$ cat src/rtl/hub75_scan_driver.sv
// HUB75 64x32 scan driver: walks the panel, slices 24-bit colour into BCM bit planes,
// and sequences shift clock, latch, output enable and row select for two half-panel rows per pass.
//
// state     | meaning
// FETCH_TOP | present upper-half pixel address
// FETCH_BOT | capture upper bits, present lower-half pixel address
// SHIFT_LO  | capture lower bits, place six data bits with sclk low
// SHIFT_HI  | sclk high, advance column
// BLANK     | panel dark, update row select
// LATCH     | one-cycle latch pulse, load display timer
// DISPLAY   | panel lit for BASE_TICKS<<plane clocks
module hub75_scan_driver #(
  parameter int COLS       = 64,
  parameter int HALF_ROWS  = 16,
  parameter int PLANES     = 4,
  parameter int BASE_TICKS = 8
) (
  input  logic        clk,
  input  logic        rst,
  output logic [11:0] pixel_addr,
  input  logic [23:0] pixel_data,
  output logic        r1,
  output logic        g1,
  output logic        b1,
  output logic        r2,
  output logic        g2,
  output logic        b2,
  output logic        sclk,
  output logic        lat,
  output logic        oe_n,
  output logic [3:0]  row_addr,
  output logic        frame_start
);

  localparam int CW = $clog2(COLS);
  localparam int RW = $clog2(HALF_ROWS);
  localparam int PW = $clog2(PLANES);

  localparam logic [CW-1:0] COL_LAST   = CW'(COLS - 1);
  localparam logic [RW-1:0] ROW_LAST   = RW'(HALF_ROWS - 1);
  localparam logic [PW-1:0] PLANE_LAST = PW'(PLANES - 1);

  typedef enum logic [2:0] {
    FETCH_TOP, FETCH_BOT, SHIFT_LO, SHIFT_HI, BLANK, LATCH, DISPLAY
  } state_t;

  state_t state, state_nxt;

  logic [CW-1:0] col;
  logic [RW-1:0] row;
  logic [PW-1:0] plane;
  logic [9:0]    ticks;
  logic          top_r, top_g, top_b;

  logic          col_last, plane_last, row_last, tick_tc;
  logic [4:0]    row_bot;
  logic [PLANES-1:0] r_nib, g_nib, b_nib;
  logic          unused_bits;

  logic [11:0] pixel_addr_d;
  logic        r1_d, g1_d, b1_d, r2_d, g2_d, b2_d;
  logic        sclk_d, lat_d, oe_n_d, frame_start_d;
  logic [3:0]  row_addr_d;

  assign col_last   = (col == COL_LAST);
  assign plane_last = (plane == PLANE_LAST);
  assign row_last   = (row == ROW_LAST);
  assign tick_tc    = (ticks == 10'd1);
  assign row_bot    = 5'(row) + 5'(HALF_ROWS);

  // Plane p displays channel bit 4+p of each 8-bit colour.
  assign r_nib = pixel_data[20 +: PLANES];
  assign g_nib = pixel_data[12 +: PLANES];
  assign b_nib = pixel_data[4 +: PLANES];
  assign unused_bits = ^{pixel_data[19:16], pixel_data[11:8], pixel_data[3:0]};

  always_ff @(posedge clk or negedge rst) begin
    if (!rst) state <= FETCH_TOP;
    else      state <= state_nxt;
  end

  always_comb begin
    state_nxt = state;
    case (state)
      FETCH_TOP: state_nxt = FETCH_BOT;
      FETCH_BOT: state_nxt = SHIFT_LO;
      SHIFT_LO:  state_nxt = SHIFT_HI;
      SHIFT_HI:  state_nxt = col_last ? BLANK : FETCH_TOP;
      BLANK:     state_nxt = LATCH;
      LATCH:     state_nxt = DISPLAY;
      DISPLAY:   state_nxt = tick_tc ? FETCH_TOP : DISPLAY;
      default:   state_nxt = FETCH_TOP;
    endcase
  end

  // Outputs lag the state register by one clock, so the address register already
  // holds the address of the pixel being captured when pixel_data is sampled.
  always_ff @(posedge clk or negedge rst) begin
    if (!rst) begin
      col   <= '0;
      row   <= '0;
      plane <= '0;
      ticks <= '0;
      top_r <= 1'b0;
      top_g <= 1'b0;
      top_b <= 1'b0;
    end else begin
      case (state)
        FETCH_BOT: begin
          top_r <= r_nib[plane];
          top_g <= g_nib[plane];
          top_b <= b_nib[plane];
        end
        SHIFT_HI: col <= col_last ? '0 : col + 1'b1;
        LATCH:    ticks <= 10'(BASE_TICKS) << plane;
        DISPLAY: begin
          ticks <= ticks - 1'b1;
          if (tick_tc) begin
            if (plane_last) begin
              plane <= '0;
              row   <= row_last ? '0 : row + 1'b1;
            end else begin
              plane <= plane + 1'b1;
            end
          end
        end
        default: ;
      endcase
    end
  end

  always_comb begin
    pixel_addr_d  = pixel_addr;
    r1_d          = r1;
    g1_d          = g1;
    b1_d          = b1;
    r2_d          = r2;
    g2_d          = g2;
    b2_d          = b2;
    row_addr_d    = row_addr;
    sclk_d        = 1'b0;
    lat_d         = 1'b0;
    oe_n_d        = 1'b1;
    frame_start_d = 1'b0;
    case (state)
      FETCH_TOP: begin
        pixel_addr_d  = {1'b0, 5'(row), 6'(col)};
        frame_start_d = (row == '0) && (plane == '0) && (col == '0);
      end
      FETCH_BOT: pixel_addr_d = {1'b0, row_bot, 6'(col)};
      SHIFT_LO: begin
        r1_d = top_r;
        g1_d = top_g;
        b1_d = top_b;
        r2_d = r_nib[plane];
        g2_d = g_nib[plane];
        b2_d = b_nib[plane];
      end
      SHIFT_HI: sclk_d = 1'b1;
      BLANK:    row_addr_d = 4'(row);
      LATCH:    lat_d = 1'b1;
      DISPLAY:  oe_n_d = 1'b0;
      default: ;
    endcase
  end

  always_ff @(posedge clk or negedge rst) begin
    if (!rst) begin
      pixel_addr  <= '0;
      r1          <= 1'b0;
      g1          <= 1'b0;
      b1          <= 1'b0;
      r2          <= 1'b0;
      g2          <= 1'b0;
      b2          <= 1'b0;
      sclk        <= 1'b0;
      lat         <= 1'b0;
      oe_n        <= 1'b1;
      row_addr    <= '0;
      frame_start <= 1'b0;
    end else begin
      pixel_addr  <= pixel_addr_d;
      r1          <= r1_d;
      g1          <= g1_d;
      b1          <= b1_d;
      r2          <= r2_d;
      g2          <= g2_d;
      b2          <= b2_d;
      sclk        <= sclk_d;
      lat         <= lat_d;
      oe_n        <= oe_n_d;
      row_addr    <= row_addr_d;
      frame_start <= frame_start_d;
    end
  end

endmodule
$ cat config.mk
export PLATFORM = sky130hd
export DESIGN_NAME = hub75_scan_driver
export DESIGN_NICKNAME = d
export VERILOG_FILES = /design/src/rtl/hub75_scan_driver.sv
export SDC_FILE = /design/constraint.sdc
export NUM_CORES = 1
export LEC_CHECK = 0
export ABC_AREA = 1
export BUFFER_PORTS_ARGS = -buffer_cell sky130_fd_sc_hd__buf_2
export CAP_MARGIN = 10
export CORE_MARGIN = 4
export CORE_UTILIZATION = 43
export CTS_CLUSTER_DIAMETER = 150
export DETAILED_ROUTE_END_ITERATION = 12
export PLACE_DENSITY = 0.61
export SYNTH_ARGS = -nofsm -noshare
export SYNTH_HDL_FRONTEND = slang
export SYNTH_SLANG_ARGS = --single-unit
$ cat constraint.sdc
create_clock -name clk -period 3.7 [get_ports clk]
set_clock_uncertainty 0.15 [all_clocks]
set_input_delay 0.74 -clock clk [delete_from_list [all_inputs] [get_ports clk]]
set_output_delay 0.74 -clock clk [all_outputs]
set_load 0.02 [all_outputs]
---- Word-level counts from Yosys, hierarchy flattened ----
Cells that the tools add are included.
word-level totals
  word-level logic and storage cells ...... 65
  bits of input ports ..................... 26
  bits in latches ......................... 0
  RAM bits ................................ 0
  register bits after elaboration ......... 54
  memory bits (read-only) ................. 0
  memories ................................ 0
operators by class
  multiplexer cells ....................... 18
  multiply operators ...................... 0
  shifts and indexed selects .............. 1
  reductions and logical operators ........ 10
  bitwise logic cells ..................... 0
  div/mod/pow operators ................... 0
  eq/ne operators ......................... 10
  magnitude comparators ................... 1
  $add $sub $neg .......................... 5
operator list
  kind                                                                          count
  12-bit case mux with 2 select lines                                           1
  3-bit case mux with 7 select lines                                            1
  10-bit case mux with 2 select lines                                           1
  10-bit by 1-bit equality test with 1-bit output, second input constant        1
  4-bit by 2-bit left shift with 10-bit output, first input constant            1
  10-bit by 1-bit subtractor with 10-bit output, second input constant          1
  3-bit equality test, second input constant                                    3
  1-bit two-way mux                                                             7
  6-bit by 1-bit adder with 6-bit output, second input constant                 1
  1-bit binary-select mux with 2-bit select                                     3
  3-bit by 2-bit equality test with 1-bit output, second input constant         2
  6-bit equality test, second input constant                                    1
  6-bit zero test                                                               1
  3-bit two-way mux                                                             2
  6-bit two-way mux                                                             1
  4-bit by 5-bit adder with 5-bit output, second input constant                 1
  4-bit by 1-bit adder with 4-bit output, second input constant                 1
  4-bit equality test, second input constant                                    1
  4-bit zero test                                                               1
  4-bit two-way mux                                                             1
  2-bit nonzero test                                                            2
  3-bit by 1-bit equality test with 1-bit output, second input constant         1
  3-bit zero test                                                               1
  2-bit by 3-bit less-than comparator with 1-bit output, second input constant  1
  other kinds (7)                                                               8

---- Depth between registers and ports, before layout ----
  depth in word-level cells ............... 4
  gate-level depth with buffers ........... 8

---- Worst setup path before layout ----
OpenSTA, ideal clock, no wires.
  path type ............................... flip-flop to output port
  start ................................... reg oe_n
  end ..................................... out oe_n
  path buffers ............................ 0
  cell stages (with the launch flop) ...... 1
  data required time ...................... 2.810 ns
  data arrival time ....................... 0.554 ns
  slack ................................... 2.256 ns
  cell sequence ........................... dfstp_2
RTL lines
  item                    RTL line  RTL
  from (decl)             30        output logic oe_n,
  from (signal assigned)  191       oe_n <= oe_n_d;
No word-level cell between the ends.

---- Final worst setup path ----
  start ................................... reg oe_n
  end ..................................... out oe_n
No word-level cell between the ends.

==> results.ini <==
[die]
die-area_um2 = 7820
core_um2 = 6310
die_y_um = 88.4
initial_core_util_pct = 44.0
io-pin-count = 52
die_w_um = 88.4
num_rows = 29

[worst_setup_path]
r2r_start = state[1]
rr_worst_depth = 6
endpoint_kind = output pin
worstReg2RegEnd = row[0]
cp_slowest_cell = dfstp_2
cpPeakStageDelay_ns = 0.52
crit_type = reg -> out
worstPathArrival_ns = 0.97
path_cells = buf_2
ff2ff_setup_slack_ns = 2.01
worstPathMaxFanout = 1
crit_path_start_kind = flop
path_buf_inv = 1
required_ns = 2.81
crit_family = flip-flops

[drt]
dr_total_vias = 2153
drc_errors = 0
vias_per_cell = 4.88
firstDrtPassIters = 4
initialDrtViolationCount = 49
postRouteAntennaNets = 0
wl_um = 5460
wire_per_inst_um = 12.4

[timing]
worst_pin_slew_ns = 0.655
finalMaxSlewViolations = 0
fmax_mhz = 536
rsz0062_at_grt = false
finalCritPeriodShare_pct = 50.4
fin_crit_ns = 1.86
finalSetupViolCount = 0
holdWs_ns = 0.339
relSlewSlack_pct = 56.3
hold_viol = 0
setup-tns-final_ns = 0

[cts]
insertion_delay_ns = 0.30
cts_tree = yes
cts_setup_buffers = 0
holdBufCountCts = 0
cts-buffers-inserted = 5
post_cts_resize_count = 0
ctsLongestPathBuffers = 2
cts_root_buf = clkbuf_8
clock_sinks = 53
clk_pin_slew_worst_paths_ns = 0.09
cts-htree-levels = 2

[worst_hold_path]
worstHoldPathCells = 2
min_from = pixel_addr[10]
min-delay-path-class = reg -> reg
holdPathEnd = pixel_addr[10]

[run_status]
status = finished, final reports clean

[placed_design]
io_buffer_count = 38
place.detailed.hpwl_um = 3890
gp_congestion = 0.803

[final_layout]
num_antenna_cells = 0
syn_to_final_growth_pct = 11.0
mostFrequentLayoutCell = nand2_1
final_cell_mix = nand2_1 (93), dfrtp_1 (52), buf_2 (38)
postLayoutCoreUtil_pct = 48.9
drive_gt1_share_pct = 20.3
nets = 399

[logic_synthesis]
syn_inst = 325
syn_nets = 361
syn_area_um2 = 2780
ys_ff_latch = 53
syn_area_per_cell_um2 = 8.55
yosys_warnings = 0
ys_types = 33
synth-seq-area-share_pct = 47.7

[global_route]
grt_pass1_vias = 2123
grt_start_max_net_pins = 54
grt_pass1_wl_um = 9490
antenna_found_initial = 0
grt_overflow_total = 0
grt_usage_pct = 15.4

[power_and_ir_drop]
p_per_area_nw_per_um2 = 305
p_leak_uw = 0.00160
ir_drop_mv = 0.173

[job]
maxCapViolations = 0

## sequential cells by signal, indices dropped and copies added (netlist names), 2 cells and up
| signal | cells |
|---|---|
| state | 3 |
| row | 4 |
| pixel_addr | 11 |
| row_addr | 4 |
| col | 6 |
| plane | 2 |
| ticks | 10 |
## where the power goes
part	switching, µW	internal (µW)	total [µW]
logic	22.6	11.5	34.0
clock network	189	131	320
registers	2.24	584	586
## kinds of logic after synthesis
logic type / Yosys count / synth area share (%)
simple gates: 179 / 31.5
flops: 53 / 47.8
buf+inv: 42 / 7.52
compound gates: 33 / 6.12
fa+ha+maj: 10 / 4.50
xor+xnor: 4 / 1.26
mux: 3 / 1.22
other cells: 1 / 0.135
## cells in the mapped netlist
library cell  number  area share [%]
nand2_1           93              13
buf_2              2            0.36
o21ai_1            3            0.54
xnor2_1            1            0.32
dfrtp_1           52              47
inv_6              1            0.32
inv_1             29             3.9
conb_1             1            0.13
nor2b_4            1            0.49
nand2_2            4            0.90
nor3_2             1            0.36
dfstp_2            1            0.95
o21ai_0           16             2.9
nand3_1           28             5.0
xor2_1             3            0.95
nand3_2            1            0.36
inv_2              2            0.27
nand3_4            5             3.2
o21a_1             1            0.27
nor2_1            30             4.1
nor3_1             2            0.36
buf_4              1            0.27
nor2_4             4             1.6
a21oi_1           11             2.0
nor2_2             1            0.23
inv_4              1            0.23
nand4_1            7             1.6
clkinv_1           1            0.13
buf_6              5             2.0
ha_1              10             4.5
nand2_4            2            0.81
mux2_2             3             1.2
o22ai_1            2            0.45
## how the worst max path moves through the flow
stage | endpoint | slack (ns) | depth (start not counted) | from
2_1_floorplan | oe_n | 2.26 | 0 | oe_n
3_3_place_gp | ticks[3] | 2.05 | 4 | plane[0]
3_5_place_dp | ticks[3] | 2.01 | 4 | plane[0]
4_1_cts | oe_n | 1.82 | 1 | oe_n
5_1_grt | oe_n | 1.79 | 1 | oe_n
6_report | oe_n | 1.84 | 1 | oe_n
## stage by stage
stage / area [µm²] / setup WS, ns / power (µW) / instances
6_report: 3090 / 1.84 / 940 / 441
5_1_grt: 3090 / 1.79 / 991 / 441
3_5_place_dp: 3000 / 2.01 / 633 / 433
4_1_cts: 3090 / 1.82 / 961 / 441
2_1_floorplan: 2780 / 2.26 / 610 / 325
3_3_place_gp: 3000 / 2.05 / 633 / 433
## per-layer routing
layer	vias to the layer above	wire, µm	global-route usage, %
li1	1111	-	-
met1	1000	2610	20.6
met2	35	2550	25.2
met3	7	237	3.35
met4	0	65	4.95
met5	-	0	0
## cell type report
cell class,instances,area (µm²)
Tap cell,77,96.3
Timing Repair Buffer,39,198
Clock inverter,3,17.5
Clock buffer,5,68.8
Inverter,34,135
Multi-Input combinational cell,230,1240
Fill cell,652,3230
Sequential cell,53,1330
Power figures use the tool's default switching activity.
